## src/rtl/bp_me_cache_dma_arbiter.sv

```systemverilog
// ---------------------------------------------------------------------------
// bp_me_cache_dma_arbiter
//
// Merges the DMA ports of several bsg_cache slices onto a single memory DMA
// port. Packets are granted round-robin. A write grant holds the command side
// until the whole block of write data has been handed to memory. A read grant
// records the requesting slice in a tag FIFO so read data can be steered back
// to the right slice. Read data is steered independently of the command side,
// so read returns can overlap write data.
//
// Ports
//   clk_i, reset_n_i          clock, asynchronous active-low reset
//   dma_pkt_i / _v_i / _yumi_o    per-slice {write_not_read, addr} packets
//   dma_data_i / _v_i / _yumi_o   per-slice write data
//   dma_data_o                read data, broadcast to every slice
//   dma_data_v_o / _ready_i   per-slice read data handshake
//   mem_pkt_o / _v_o / _yumi_i    arbitrated packet towards memory
//   mem_data_o / _v_o / _yumi_i   write data towards memory
//   mem_data_i / _v_i / _ready_o  read data from memory
// ---------------------------------------------------------------------------
module bp_me_cache_dma_arbiter #(
    parameter int num_slices_p          = 4,
    parameter int addr_width_p          = 40,
    parameter int data_width_p          = 64,
    parameter int block_size_in_words_p = 8,
    parameter int max_outstanding_p     = 4
) (
    input  logic                                       clk_i,
    input  logic                                       reset_n_i,

    input  logic [num_slices_p*(addr_width_p+1)-1:0]  dma_pkt_i,
    input  logic [num_slices_p-1:0]                    dma_pkt_v_i,
    output logic [num_slices_p-1:0]                    dma_pkt_yumi_o,

    input  logic [num_slices_p*data_width_p-1:0]       dma_data_i,
    input  logic [num_slices_p-1:0]                    dma_data_v_i,
    output logic [num_slices_p-1:0]                    dma_data_yumi_o,

    output logic [data_width_p-1:0]                    dma_data_o,
    output logic [num_slices_p-1:0]                    dma_data_v_o,
    input  logic [num_slices_p-1:0]                    dma_data_ready_i,

    output logic [addr_width_p:0]                      mem_pkt_o,
    output logic                                       mem_pkt_v_o,
    input  logic                                       mem_pkt_yumi_i,

    output logic [data_width_p-1:0]                    mem_data_o,
    output logic                                       mem_data_v_o,
    input  logic                                       mem_data_yumi_i,

    input  logic [data_width_p-1:0]                    mem_data_i,
    input  logic                                       mem_data_v_i,
    output logic                                       mem_data_ready_o
);

    localparam int pkt_width_lp      = addr_width_p + 1;
    localparam int slice_id_width_lp = $clog2(num_slices_p);
    localparam int cnt_width_lp      = $clog2(block_size_in_words_p);
    localparam int fifo_ptr_width_lp = (max_outstanding_p > 1) ? $clog2(max_outstanding_p) : 1;
    localparam int fifo_cnt_width_lp = $clog2(max_outstanding_p + 1);

    localparam logic [slice_id_width_lp:0]   num_slices_lp = (slice_id_width_lp+1)'(num_slices_p);
    localparam logic [slice_id_width_lp-1:0] last_slice_lp = slice_id_width_lp'(num_slices_p - 1);
    localparam logic [cnt_width_lp-1:0]      last_word_lp  = cnt_width_lp'(block_size_in_words_p - 1);
    localparam logic [fifo_ptr_width_lp-1:0] last_slot_lp  = fifo_ptr_width_lp'(max_outstanding_p - 1);
    localparam logic [fifo_cnt_width_lp-1:0] fifo_depth_lp = fifo_cnt_width_lp'(max_outstanding_p);

    typedef enum logic {IDLE, WR_DATA} state_e;

    state_e                         state;
    logic [slice_id_width_lp-1:0]   rr_ptr;
    logic [slice_id_width_lp-1:0]   owner;
    logic [cnt_width_lp-1:0]        wr_cnt;
    logic [cnt_width_lp-1:0]        rd_cnt;

    logic [pkt_width_lp-1:0]        pkt_arr  [num_slices_p];
    logic [data_width_p-1:0]        data_arr [num_slices_p];
    logic [num_slices_p-1:0]        pkt_is_write;
    logic [num_slices_p-1:0]        eligible;

    logic [slice_id_width_lp:0]     cand_wide;
    logic [slice_id_width_lp-1:0]   cand;
    logic [slice_id_width_lp-1:0]   sel;
    logic                           sel_found;

    logic [slice_id_width_lp-1:0]   tag_mem [max_outstanding_p];
    logic [fifo_ptr_width_lp-1:0]   tag_rd;
    logic [fifo_ptr_width_lp-1:0]   tag_wr;
    logic [fifo_cnt_width_lp-1:0]   tag_cnt;
    logic                           tag_full;
    logic                           tag_empty;
    logic                           tag_push;
    logic                           tag_pop;
    logic [slice_id_width_lp-1:0]   head;

    logic                           in_wr;
    logic                           pkt_accept;
    logic                           wr_beat;
    logic                           rd_beat;

    // Unflatten the per-slice buses.
    always_comb begin
        for (int i = 0; i < num_slices_p; i++) begin
            pkt_arr[i]      = dma_pkt_i[i*pkt_width_lp +: pkt_width_lp];
            data_arr[i]     = dma_data_i[i*data_width_p +: data_width_p];
            pkt_is_write[i] = pkt_arr[i][addr_width_p];
        end
    end

    assign tag_full  = (tag_cnt == fifo_depth_lp);
    assign tag_empty = (tag_cnt == '0);
    assign head      = tag_mem[tag_rd];
    assign in_wr     = (state == WR_DATA);

    // Reads are masked while the tag FIFO is full; writes never need a tag.
    assign eligible = dma_pkt_v_i & (pkt_is_write | {num_slices_p{~tag_full}});

    // Round-robin search starting at rr_ptr.
    // NOTE: every always_comb output gets a default first so no path leaves it
    // unassigned, which would otherwise infer a latch.
    always_comb begin
        sel_found = 1'b0;
        sel       = '0;
        cand_wide = '0;
        cand      = '0;
        for (int k = 0; k < num_slices_p; k++) begin
            cand_wide = {1'b0, rr_ptr} + (slice_id_width_lp+1)'(k);
            if (cand_wide >= num_slices_lp) begin
                cand_wide = cand_wide - num_slices_lp;
            end
            cand = cand_wide[slice_id_width_lp-1:0];
            if (!sel_found && eligible[cand]) begin
                sel_found = 1'b1;
                sel       = cand;
            end
        end
    end

    // Command side. Valid is also qualified by reset_n_i so no grant is
    // offered while reset is held, even with requesters active.
    always_comb begin
        mem_pkt_o       = pkt_arr[sel];
        mem_pkt_v_o     = reset_n_i & (state == IDLE) & sel_found;
        pkt_accept      = mem_pkt_v_o & mem_pkt_yumi_i;
        dma_pkt_yumi_o  = '0;
        if (pkt_accept) begin
            dma_pkt_yumi_o[sel] = 1'b1;
        end

        mem_data_o      = data_arr[owner];
        mem_data_v_o    = in_wr & dma_data_v_i[owner];
        dma_data_yumi_o = '0;
        if (in_wr) begin
            dma_data_yumi_o[owner] = mem_data_yumi_i;
        end
        wr_beat         = in_wr & mem_data_yumi_i;
    end

    // Read-response side, steered by the head of the tag FIFO.
    always_comb begin
        dma_data_o       = mem_data_i;
        dma_data_v_o     = '0;
        mem_data_ready_o = 1'b0;
        if (!tag_empty) begin
            dma_data_v_o[head] = mem_data_v_i;
            mem_data_ready_o   = dma_data_ready_i[head];
        end
        rd_beat  = mem_data_v_i & mem_data_ready_o;
        tag_pop  = rd_beat & (rd_cnt == last_word_lp);
        tag_push = pkt_accept & ~pkt_is_write[sel];
    end

    // Command FSM.
    // NOTE: sequential state uses non-blocking assignments so every register
    // samples the pre-edge values regardless of statement order.
    always_ff @(posedge clk_i or negedge reset_n_i) begin
        if (!reset_n_i) begin
            state  <= IDLE;
            rr_ptr <= '0;
            owner  <= '0;
            wr_cnt <= '0;
        end else begin
            case (state)
                IDLE: begin
                    if (pkt_accept) begin
                        rr_ptr <= (sel == last_slice_lp) ? '0 : sel + 1'b1;
                        if (pkt_is_write[sel]) begin
                            owner  <= sel;
                            wr_cnt <= '0;
                            state  <= WR_DATA;
                        end
                    end
                end
                WR_DATA: begin
                    if (wr_beat) begin
                        wr_cnt <= wr_cnt + 1'b1;
                        if (wr_cnt == last_word_lp) begin
                            state <= IDLE;
                        end
                    end
                end
                default: state <= IDLE;
            endcase
        end
    end

    // Tag FIFO pointers and read word counter.
    always_ff @(posedge clk_i or negedge reset_n_i) begin
        if (!reset_n_i) begin
            tag_rd  <= '0;
            tag_wr  <= '0;
            tag_cnt <= '0;
            rd_cnt  <= '0;
        end else begin
            if (tag_push) begin
                tag_wr <= (tag_wr == last_slot_lp) ? '0 : tag_wr + 1'b1;
            end
            if (tag_pop) begin
                tag_rd <= (tag_rd == last_slot_lp) ? '0 : tag_rd + 1'b1;
            end
            case ({tag_push, tag_pop})
                2'b10:   tag_cnt <= tag_cnt + 1'b1;
                2'b01:   tag_cnt <= tag_cnt - 1'b1;
                default: tag_cnt <= tag_cnt;
            endcase
            if (rd_beat) begin
                rd_cnt <= tag_pop ? '0 : rd_cnt + 1'b1;
            end
        end
    end

    // NOTE: the tag storage is deliberately not reset; entries are only read
    // when tag_cnt says they were written, and resetting pointers suffices.
    always_ff @(posedge clk_i) begin
        if (tag_push) begin
            tag_mem[tag_wr] <= sel;
        end
    end

endmodule

```

## config.mk

```make
export PLATFORM = sky130hd
export DESIGN_NAME = bp_me_cache_dma_arbiter
export DESIGN_NICKNAME = d
export VERILOG_FILES = /design/src/rtl/bp_me_cache_dma_arbiter.sv
export SDC_FILE = /design/constraint.sdc
export NUM_CORES = 1
export LEC_CHECK = 0
export ABC_AREA = 1
export ABC_CLOCK_PERIOD_IN_PS = 2900
export CAP_MARGIN = 20
export CORE_AREA = 4 4 267 269
export CTS_CLUSTER_DIAMETER = 50
export DETAILED_ROUTE_END_ITERATION = 10
export DIE_AREA = 0 0 271 273
export PLACE_DENSITY = 0.41
export SETUP_SLACK_MARGIN = 0.1
export SYNTH_ARGS = -nofsm -noshare
export SYNTH_HDL_FRONTEND = slang
export SYNTH_SLANG_ARGS = --single-unit
```

## constraint.sdc

```tcl
create_clock -name clk_i -period 2.9 [get_ports clk_i]
set_input_delay 0.435 -clock clk_i [delete_from_list [all_inputs] [get_ports clk_i]]
set_output_delay 0.435 -clock clk_i [all_outputs]
set_load 0.005 [all_outputs]
```

==> flow_summary.json, run 1 <==
{
  "status": "finished, violations left",
  "violations": "setup timing",
  "antenna_found_initial": 2,
  "irDropWorstVdd_mv": 0.9658,
  "tns_ns": -2.294,
  "reg2reg_from": "tag_cnt[1]",
  "ant_nets": 0,
  "post-place-ws_ns": -0.7233,
  "critPathKind": "reg2out",
  "n_antenna_cell": 0,
  "cp-end-kind": "output pin",
  "die_w_um": 271,
  "synth_flop_cell": "dfrtp_1",
  "cts_tree": "done",
  "r2r_end": "tag_cnt[2]",
  "drt_wl_total_um": 39990,
  "clock_latency_ns": 0.27,
  "fin_crit_sh_pct": 104.5,
  "crit_required_ns": 2.47,
  "critPathSlowestCell": "dfrtp_1",
  "routedWlPerCell_um": 17.43,
  "via_per_inst": 3.536,
  "drc": 0,
  "p_leak_nw": 4.814,
  "fp.coreArea_um2": 68590,
  "critPathMaxFanout": 6,
  "r2r_slack_ns": -0.03,
  "drt_first_iter_violations": 344,
  "path_cells": "nor2_4, nand3_2, nand3_2, nand2_4, o21ai_4, nand4_1, nand2_4, buf_6, buf_12, buf_8, buf_16, o21ai_1, o22ai_1, buf_2",
  "place_inst": 2244,
  "portBuffers": 556,
  "clkTransAtPathRegs_ns": 0.07,
  "slowest_delay_ns": 0.41,
  "finalInstanceArea_um2": 12570,
  "period_needed_ns": 3.031,
  "max-slew-margin-rel_pct": 69.41,
  "cts-buffers-inserted": 3,
  "synthArstFlopShare_pct": 69.23,
  "setup_ws_ns": -0.1308,
  "netlist_area_um2": 4927,
  "cts.sinks": 26,
  "critPathLaunch": "tag_cnt[1]",
  "ys_seq_area_share_pct": 14.02,
  "place.gp.congestion": 0.8731,
  "rows": 96,
  "powerDensity_nw_per_um2": 1281,
  "grt_pass1_wl_um": 53720,
  "final_cells": 2294,
  "grt_max_degree": 63,
  "rsz0062_at_grt": "yes",
  "ys_ff_latch": 26,
  "slew_violations": 0,
  "synth_edf_count": 8,
  "final_cell_mix": "clkdlybuf4s50_1 (504), nand3_1 (143), nand2_1 (112), nor2_1 (86), buf_4 (69)",
  "final-hold-violation-count": 0,
  "htreeDepth": 1,
  "clock_path_buffers": 2,
  "place_area_um2": 11580,
  "maxCapViolations": 0,
  "drive_gt1_share_pct": 20.40,
  "p_total_mw": 16.10,
  "initial_core_util_pct": 7.184,
  "first_pass_iters": 5,
  "grt_usage_pct": 9.523,
  "die_area_um2": 73980,
  "worstPathArrival_ns": 2.60,
  "dp_hpwl_um": 31960,
  "fp.dieH_um": 273,
  "tightest_slew_ns": 0.4589,
  "grt_overflow": 0,
  "setup_viol": 43,
  "fmax_mhz": 330.0,
  "layout.nets": 1880,
  "hold_class": "reg2reg",
  "synth_fp_nets": 1331,
  "vias": 8112,
  "yosysWarnings": 0,
  "synth.distinct_cells": 36,
  "syn_area_per_cell_um2": 6.046,
  "grt_pass1_vias": 8353,
  "worstRegToRegCells": 19,
  "io_pins": 685,
  "critical_path.endpoint": "mem_pkt_o[36]",
  "syn2layout_area_growth_pct": 155.2,
  "skew_ns": 0.003408,
  "cts-root-buf": "clkbuf_16",
  "start_kind": "flop",
  "synthCells": 815,
  "layout_commonest_cell": "clkdlybuf4s50_1"
}
[timing repair]
| item | in CTS | in global routing |
|---|---|---|
| endpoints found under the hold margin | 0 | 0 |
| hold buffers | 0 | 0 |
| endpoints found under the setup margin | 51 | 70 |
| resized for setup | 317 | 66 |
| pin swaps | 28 | 35 |
| buffers inserted | 26 | 9 |
| cloned | 8 | 4 |
[cell families (layout without fill, tap and decap cells)]
family          after synthesis  count (layout)  synth area share [%]
fa+ha+maj                    15              15                 3.961
buf+inv                     165             713                 18.59
flops                        26              26                 14.02
simple gates                403             403                 37.56
xor+xnor                      3               3                0.6858
mux                           1               1                0.2285
compound gates              202             202                 24.96
[power by group]
part           internal [mW]  total, mW  leakage [nW]  switching, mW
Clock                  0.276      0.425        0.0511          0.149
Sequential             0.546      0.710         0.283          0.165
Combinational           7.62       15.0          4.48           7.35
[flip-flops by register name, summed over array words and instances (netlist names)]
signal   count
tag_mem      8
rd_cnt       3
tag_cnt      3
wr_cnt       3
owner        2
rr_ptr       2
tag_rd       2
tag_wr       2
in_wr        1
[worst max-delay path, delay by kind of cell, from the launching register on]
family,cells,cell delay [ns]
compound gates,3,0.40
flops,1,0.41
simple gates,6,0.89
buf+inv,5,0.61
[synthesized netlist by cell type, types with 11 or more instances]
cell type	instances	area, um^2
o22ai_1	40	250.2
inv_1	33	123.9
dfrtp_1	18	450.4
buf_4	69	518.0
nand2_1	118	442.9
o21ai_1	11	55.05
nor2_1	96	360.4
ha_1	14	175.2
a22oi_1	64	480.5
nand3_1	157	785.8
buf_2	15	75.07
o21ai_0	80	400.4
clkbuf_1	33	123.9
[worst min-delay path by stage]
stage | endpoint | slack (ns) | start | cells past startpoint
3_3_place_gp | rd_cnt[2] | 0.47 | rd_cnt[2] | 2
5_1_grt | rd_cnt[2] | 0.52 | rd_cnt[2] | 2
3_5_place_dp | rd_cnt[2] | 0.49 | rd_cnt[2] | 2
2_1_floorplan | in_wr | 0.14 | reset_n_i | 0
6_report | rd_cnt[1] | 0.50 | rd_cnt[1] | 2
4_1_cts | rd_cnt[2] | 0.51 | rd_cnt[2] | 2
[metrics by stage]
| stage | hold slack, ns | util, % |
|---|---|---|
| finish | 0.5041 | 18.33 |
| floorplan | 0.1394 | - |
| detailed placement | 0.4927 | 16.89 |
| global route | 0.5198 | 18.33 |
| CTS | 0.5059 | 17.85 |
| global placement | 0.4747 | 16.89 |
[final cells by class]
class | count | area, um^2
fillers | 7708 | 56010
repair buffers | 671 | 6723
multi-input cells | 624 | 3729
well taps | 931 | 1165
flip-flops and latches | 26 | 695.7
inverters | 38 | 157.7
clock buffers | 3 | 75.07
clock inverters | 1 | 30.03
[layer usage]
layer  vias to the layer above  track usage [%]  part of all wire (%)
met5                         -                0                     0
li1                       3905                -                     -
met4                         0            2.861                   3.3
met2                       409            16.79                    48
met1                      3749            11.05                    40
met3                        49            2.976                   8.0
Power figures use the tool's default switching activity.
==> run 2: changes to the inputs <==
--- a/config.mk
+++ b/config.mk
@@ -9,6 +9,7 @@
 export ABC_CLOCK_PERIOD_IN_PS = 2900
 export CAP_MARGIN = 20
 export CORE_AREA = 4 4 267 269
+export CTS_BUF_LIST = sky130_fd_sc_hd__clkbuf_4 sky130_fd_sc_hd__clkbuf_8 sky130_fd_sc_hd__clkbuf_16
 export CTS_CLUSTER_DIAMETER = 50
 export DETAILED_ROUTE_END_ITERATION = 10
 export DIE_AREA = 0 0 271 273
==> results of run 2 <==
Same layout as run 1: the final DEF is identical, and so are final timing and power.
